**src/rtl/alu_result_queue_pkg.sv**
```systemverilog
// Shared ALU definitions: data width and the flag bit positions
// used by the ALU and by the ALU result queue.
package alu_result_queue_pkg;

  localparam int ALU_DW    = 32;
  localparam int NFLAGS    = 3;
  localparam int FLAG_ZERO  = 0;
  localparam int FLAG_CARRY = 1;
  localparam int FLAG_OVF   = 2;

endpackage

```
**src/rtl/alu_result_queue_wrap_ptr.sv**
```systemverilog
// wrap_ptr: modulo-DEPTH pointer register with increment and clear.
// Ports: clk_i, rst_i, inc_i, clr_i (wins over inc_i), ptr_o.
module wrap_ptr #(
  parameter int DEPTH = 4,
  parameter int PW    = $clog2(DEPTH)
) (
  input  logic          clk_i,
  input  logic          rst_i,
  input  logic          inc_i,
  input  logic          clr_i,
  output logic [PW-1:0] ptr_o
);

  logic [PW-1:0] ptr_q, ptr_d;

  // DEPTH is a power of two, so natural overflow is the wrap.
  always_comb begin
    ptr_d = ptr_q;
    if (clr_i)      ptr_d = '0;
    else if (inc_i) ptr_d = ptr_q + PW'(1);
  end

  always_ff @(posedge clk_i or posedge rst_i) begin
    if (rst_i) ptr_q <= '0;
    else       ptr_q <= ptr_d;
  end

  assign ptr_o = ptr_q;

endmodule

```
**src/rtl/alu_result_queue.sv**
```systemverilog
// alu_result_queue: FWFT FIFO of ALU {tag, flags, result} between ALU and writeback.
// Ports: clk/rst(async high)/flush; in_valid/in_ready/in_result/in_flags/in_tag;
//   out_valid/out_ready/out_result/out_flags/out_tag (zero when empty); count.
// Option ALU_STICKY_OVF_EN: adds ovf_clear (in) and ovf_sticky (out).
module alu_result_queue
  import alu_result_queue_pkg::*;
#(
  parameter int DATA_WIDTH = ALU_DW,
  parameter int DEPTH      = 4,
  parameter int TAG_WIDTH  = 5
) (
  input  logic                   clk,
  input  logic                   rst,
  input  logic                   flush,
  input  logic                   in_valid,
  output logic                   in_ready,
  input  logic [DATA_WIDTH-1:0]  in_result,
  input  logic [NFLAGS-1:0]      in_flags,
  input  logic [TAG_WIDTH-1:0]   in_tag,
  output logic                   out_valid,
  input  logic                   out_ready,
  output logic [DATA_WIDTH-1:0]  out_result,
  output logic [NFLAGS-1:0]      out_flags,
  output logic [TAG_WIDTH-1:0]   out_tag,
  output logic [$clog2(DEPTH):0] count
`ifdef ALU_STICKY_OVF_EN
  ,
  input  logic                   ovf_clear,
  output logic                   ovf_sticky
`endif
);

  localparam int PW = $clog2(DEPTH);
  localparam int CW = PW + 1;
  localparam int EW = TAG_WIDTH + NFLAGS + DATA_WIDTH;

  logic [EW-1:0] mem_q [DEPTH];
  logic [PW-1:0] rd_ptr, wr_ptr;
  logic [CW-1:0] count_q, count_d;
  logic          full, empty, push, pop;
  logic [EW-1:0] head;

  assign full  = (count_q == CW'(DEPTH));
  assign empty = (count_q == '0);
  assign push  = in_valid & ~full;
  assign pop   = out_ready & ~empty;

  wrap_ptr #(.DEPTH(DEPTH)) u_wr (
    .clk_i (clk),
    .rst_i (rst),
    .inc_i (push),
    .clr_i (flush),
    .ptr_o (wr_ptr)
  );

  wrap_ptr #(.DEPTH(DEPTH)) u_rd (
    .clk_i (clk),
    .rst_i (rst),
    .inc_i (pop),
    .clr_i (flush),
    .ptr_o (rd_ptr)
  );

  // Storage has no reset; stale contents are masked while empty.
  always_ff @(posedge clk) begin
    if (push && !flush) mem_q[wr_ptr] <= {in_tag, in_flags, in_result};
  end

  always_comb begin
    count_d = count_q;
    if (flush)              count_d = '0;
    else if (push && !pop)  count_d = count_q + CW'(1);
    else if (pop && !push)  count_d = count_q - CW'(1);
  end

  always_ff @(posedge clk or posedge rst) begin
    if (rst) count_q <= '0;
    else     count_q <= count_d;
  end

  assign head = empty ? '0 : mem_q[rd_ptr];

  assign in_ready   = ~full;
  assign out_valid  = ~empty;
  assign out_result = head[DATA_WIDTH-1:0];
  assign out_flags  = head[DATA_WIDTH +: NFLAGS];
  assign out_tag    = head[DATA_WIDTH+NFLAGS +: TAG_WIDTH];
  assign count      = count_q;

`ifdef ALU_STICKY_OVF_EN
  logic sticky_q, sticky_d;

  // A new overflow wins over a clear in the same cycle.
  always_comb begin
    sticky_d = sticky_q;
    if (push && in_flags[FLAG_OVF]) sticky_d = 1'b1;
    else if (ovf_clear)             sticky_d = 1'b0;
  end

  always_ff @(posedge clk or posedge rst) begin
    if (rst) sticky_q <= 1'b0;
    else     sticky_q <= sticky_d;
  end

  assign ovf_sticky = sticky_q;
`endif

endmodule

```
**config.mk**
```make
export PLATFORM = sky130hd
export DESIGN_NAME = alu_result_queue
export DESIGN_NICKNAME = d
export VERILOG_FILES = /design/src/rtl/alu_result_queue_pkg.sv /design/src/rtl/alu_result_queue_wrap_ptr.sv /design/src/rtl/alu_result_queue.sv
export SDC_FILE = /design/constraint.sdc
export NUM_CORES = 1
export LEC_CHECK = 0
export ABC_AREA = 1
export BUFFER_PORTS_ARGS = -buffer_cell sky130_fd_sc_hd__buf_2
export CAP_MARGIN = 20
export CORE_ASPECT_RATIO = 1.2
export CORE_UTILIZATION = 57
export DETAILED_ROUTE_END_ITERATION = 6
export PLACE_DENSITY = 0.79
export SETUP_SLACK_MARGIN = 0.3
export SYNTH_ARGS = -nofsm -noshare
export SYNTH_HDL_FRONTEND = slang
export SYNTH_SLANG_ARGS = --single-unit
```
**constraint.sdc**
```tcl
create_clock -name clk -period 4.1 [get_ports clk]
set_input_delay 0.615 -clock clk [delete_from_list [all_inputs] [get_ports clk]]
set_output_delay 0.615 -clock clk [all_outputs]
set_load 0.02 [all_outputs]
```
==> metrics.cfg <==
[worst_setup_path]
cp_max_fo = 41
crit_chain = inv_2 > nor2_1 > o21ai_0 > a21oi_1 > buf_2
worstReg2RegEnd = mem_q[3][8]$_DFFE_PP_
crit_path_end = out_result[11]
cp.required_ps = 3480
reg2regPathDepth = 4
cp_num_buf_inv = 2
slowest_stage = dfrtp_2
start_kind = register
arrival_ps = 2650
critPathMaxStageDelay_ps = 910
cp-end-kind = primary output
worst-path-stages = 5
startpoint = u_rd.ptr_o[1]$_DFFE_PP0P_
reg2reg_slack_ps = 1550
r2r_start = count[2]$_DFFE_PP0P_
path_delay_family = flip-flops
worstSetupPathType = register to primary output

[synth]
yosysSeqAreaShare_pct = 74.5
syn_nets = 587
synth_cell_types = 27
yosys_register_bits = 167
synthCells = 537
netlist_area_sq_um = 6690
yosysWarnings = 0
synth_area_per_cell_sq_um = 12.5

[die]
rows = 42
chipHeight_microns = 121
die_x_microns = 101
core_sq_um = 11200
boundaryPins = 90
start_util_pct = 59.5
die-area_sq_um = 12200

[detailed_routing]
num_vias = 4385
drtPass1Iterations = 5
drt-initial-drc-count = 305
drt-total-wl_microns = 13800
wl_per_cell_microns = 17.4
drcViolationCount = 0
ant_nets = 0
viasPerCell = 5.54

[sta]
max_freq_mhz = 307
tightest_slew_ps = 853
period_share_pct = 79.5
slew_violations = 0
slew_headroom_pct = 43.2
finClkSkew_ps = 6.48
min_period_ps = 3260
setup_viol_count_final = 0
rsz0062_at_grt = no
finalHoldViolations = 0
tns_ps = 0

[final_layout]
final_cell_mix = 163 x nor2_1, 160 x edfxtp_1, 89 x buf_2, 54 x o21ai_0, 40 x a21oi_1
final_common_cell = nor2_1
area_growth_pct = 17.5
instances_no_fill = 791
fin_nets = 673
drive_above_1_share_pct = 22.6

[run_status]
status = finished clean

[global_routing]
grtUsageTotal_pct = 24.2
grt_max_degree = 57
antenna_found_initial = 1
grt_pass1_vias = 4434
grt-ovfl-total = 0
grt_pass1_wl_microns = 21600

[clock_tree]
cts_resized = 0
clockBufferDepth = 2
post_cts_buffers = 0
tritoncts = done
htreeDepth = 4
hold_buffers = 0
cts_buffers = 17
path_clk_slew_ps = 60
cts.sinks = 167
root_buffer = clkbuf_16
clk-insertion-delay-late_ps = 420

[placed_design]
gp_congestion = 0.776
place_inst = 758
port_buffers = 89
dp_hpwl_microns = 8270

[power]
p_per_area_nw_per_um2 = 652
ir_drop_v = 0.000364
leakage_nw = 2.88

[hold_path]
hold_path.class = input pin to asynchronous set/reset pin

[run]
cap_violations = 0

flip-flops by register name (all words and copies together), names as in the netlist:
| signal | flops |
|---|---|
| u_wr.ptr_o | 2 |
| count | 3 |
| mem_q | 160 |
| u_rd.ptr_o | 2 |
how the worst min path moves through the flow:
| stage | from | slack (ps) | cells after the start | end |
|---|---|---|---|---|
| after floorplan | rst | 420 | 1 | count[0]$_DFFE_PP0P_ |
| after global placement | rst | 560 | 2 | count[1]$_DFFE_PP0P_ |
| after detailed placement | rst | 570 | 2 | count[0]$_DFFE_PP0P_ |
| after CTS | rst | 130 | 2 | count[0]$_DFFE_PP0P_ |
| after global routing | rst | 140 | 2 | count[1]$_DFFE_PP0P_ |
| final | rst | 140 | 2 | count[2]$_DFFE_PP0P_ |
cell usage after synthesis, drive strengths merged:
master | n | area share, %
a21oi | 41 | 3.1
buf | 17 | 1.5
clkbuf | 13 | 0.90
dfrtp | 7 | 2.6
edfxtp | 160 | 72
fa | 1 | 0.30
ha | 4 | 0.75
inv | 18 | 1.0
nand2 | 13 | 1.1
nand3 | 6 | 0.52
nand4 | 1 | 0.094
nor2 | 169 | 9.6
nor3 | 1 | 0.075
o21ai | 84 | 6.3
xnor2 | 1 | 0.13
xor2 | 1 | 0.13
where the power goes:
group	switching, mW	internal [mW]	leakage, nW
sequential	0.0903	1.98	1.54
combinational	1.08	0.462	1.08
clock	0.613	0.886	0.256
total	1.79	3.33	2.88
layer usage:
| layer | routed length (microns) | vias up | share of wire [%] | GRT usage, % |
|---|---|---|---|---|
| met5 | 0 | - | 0 | 0 |
| met3 | 743 | 31 | 5.4 | 4.86 |
| met1 | 5450 | 2133 | 40 | 29.1 |
| met4 | 318 | 0 | 2.3 | 11.1 |
| li1 | - | 2055 | - | - |
| met2 | 7280 | 166 | 53 | 41.9 |
final cells by class:
class,instances,area (sq um)
Sequential cell,167,4980
Clock inverter,14,135
Timing Repair Buffer,97,538
Tap cell,154,193
Inverter,18,67.6
Multi-Input combinational cell,322,1510
Clock buffer,18,429
Antenna cell,1,2.50
Fill cell,774,3390
cell families after synthesis:
logic type,Yosys count,share of synthesized area (%)
adder cells (fa/ha/maj),5,1.05
flip-flops,167,74.5
AO/OA/AOI/OAI,125,9.41
buffers and inverters,48,3.42
AND/OR/NAND/NOR,190,11.4
XOR/XNOR,2,0.262
stage by stage:
step                area, sq um  power, mW  setup slack [ps]  hold WS, ps  utilization [%]
floorplan                  6690       3.16               960          418                -
global placement           7240       3.60              1310          556             64.4
detailed placement         7290       3.65              1270          571             64.8
CTS                        7850       5.15               824          128             69.8
global route               7850       5.34               625          136             69.8
finish                     7860       5.12               840          140             69.9
Note: power is estimated with default switching activity, not from simulation.
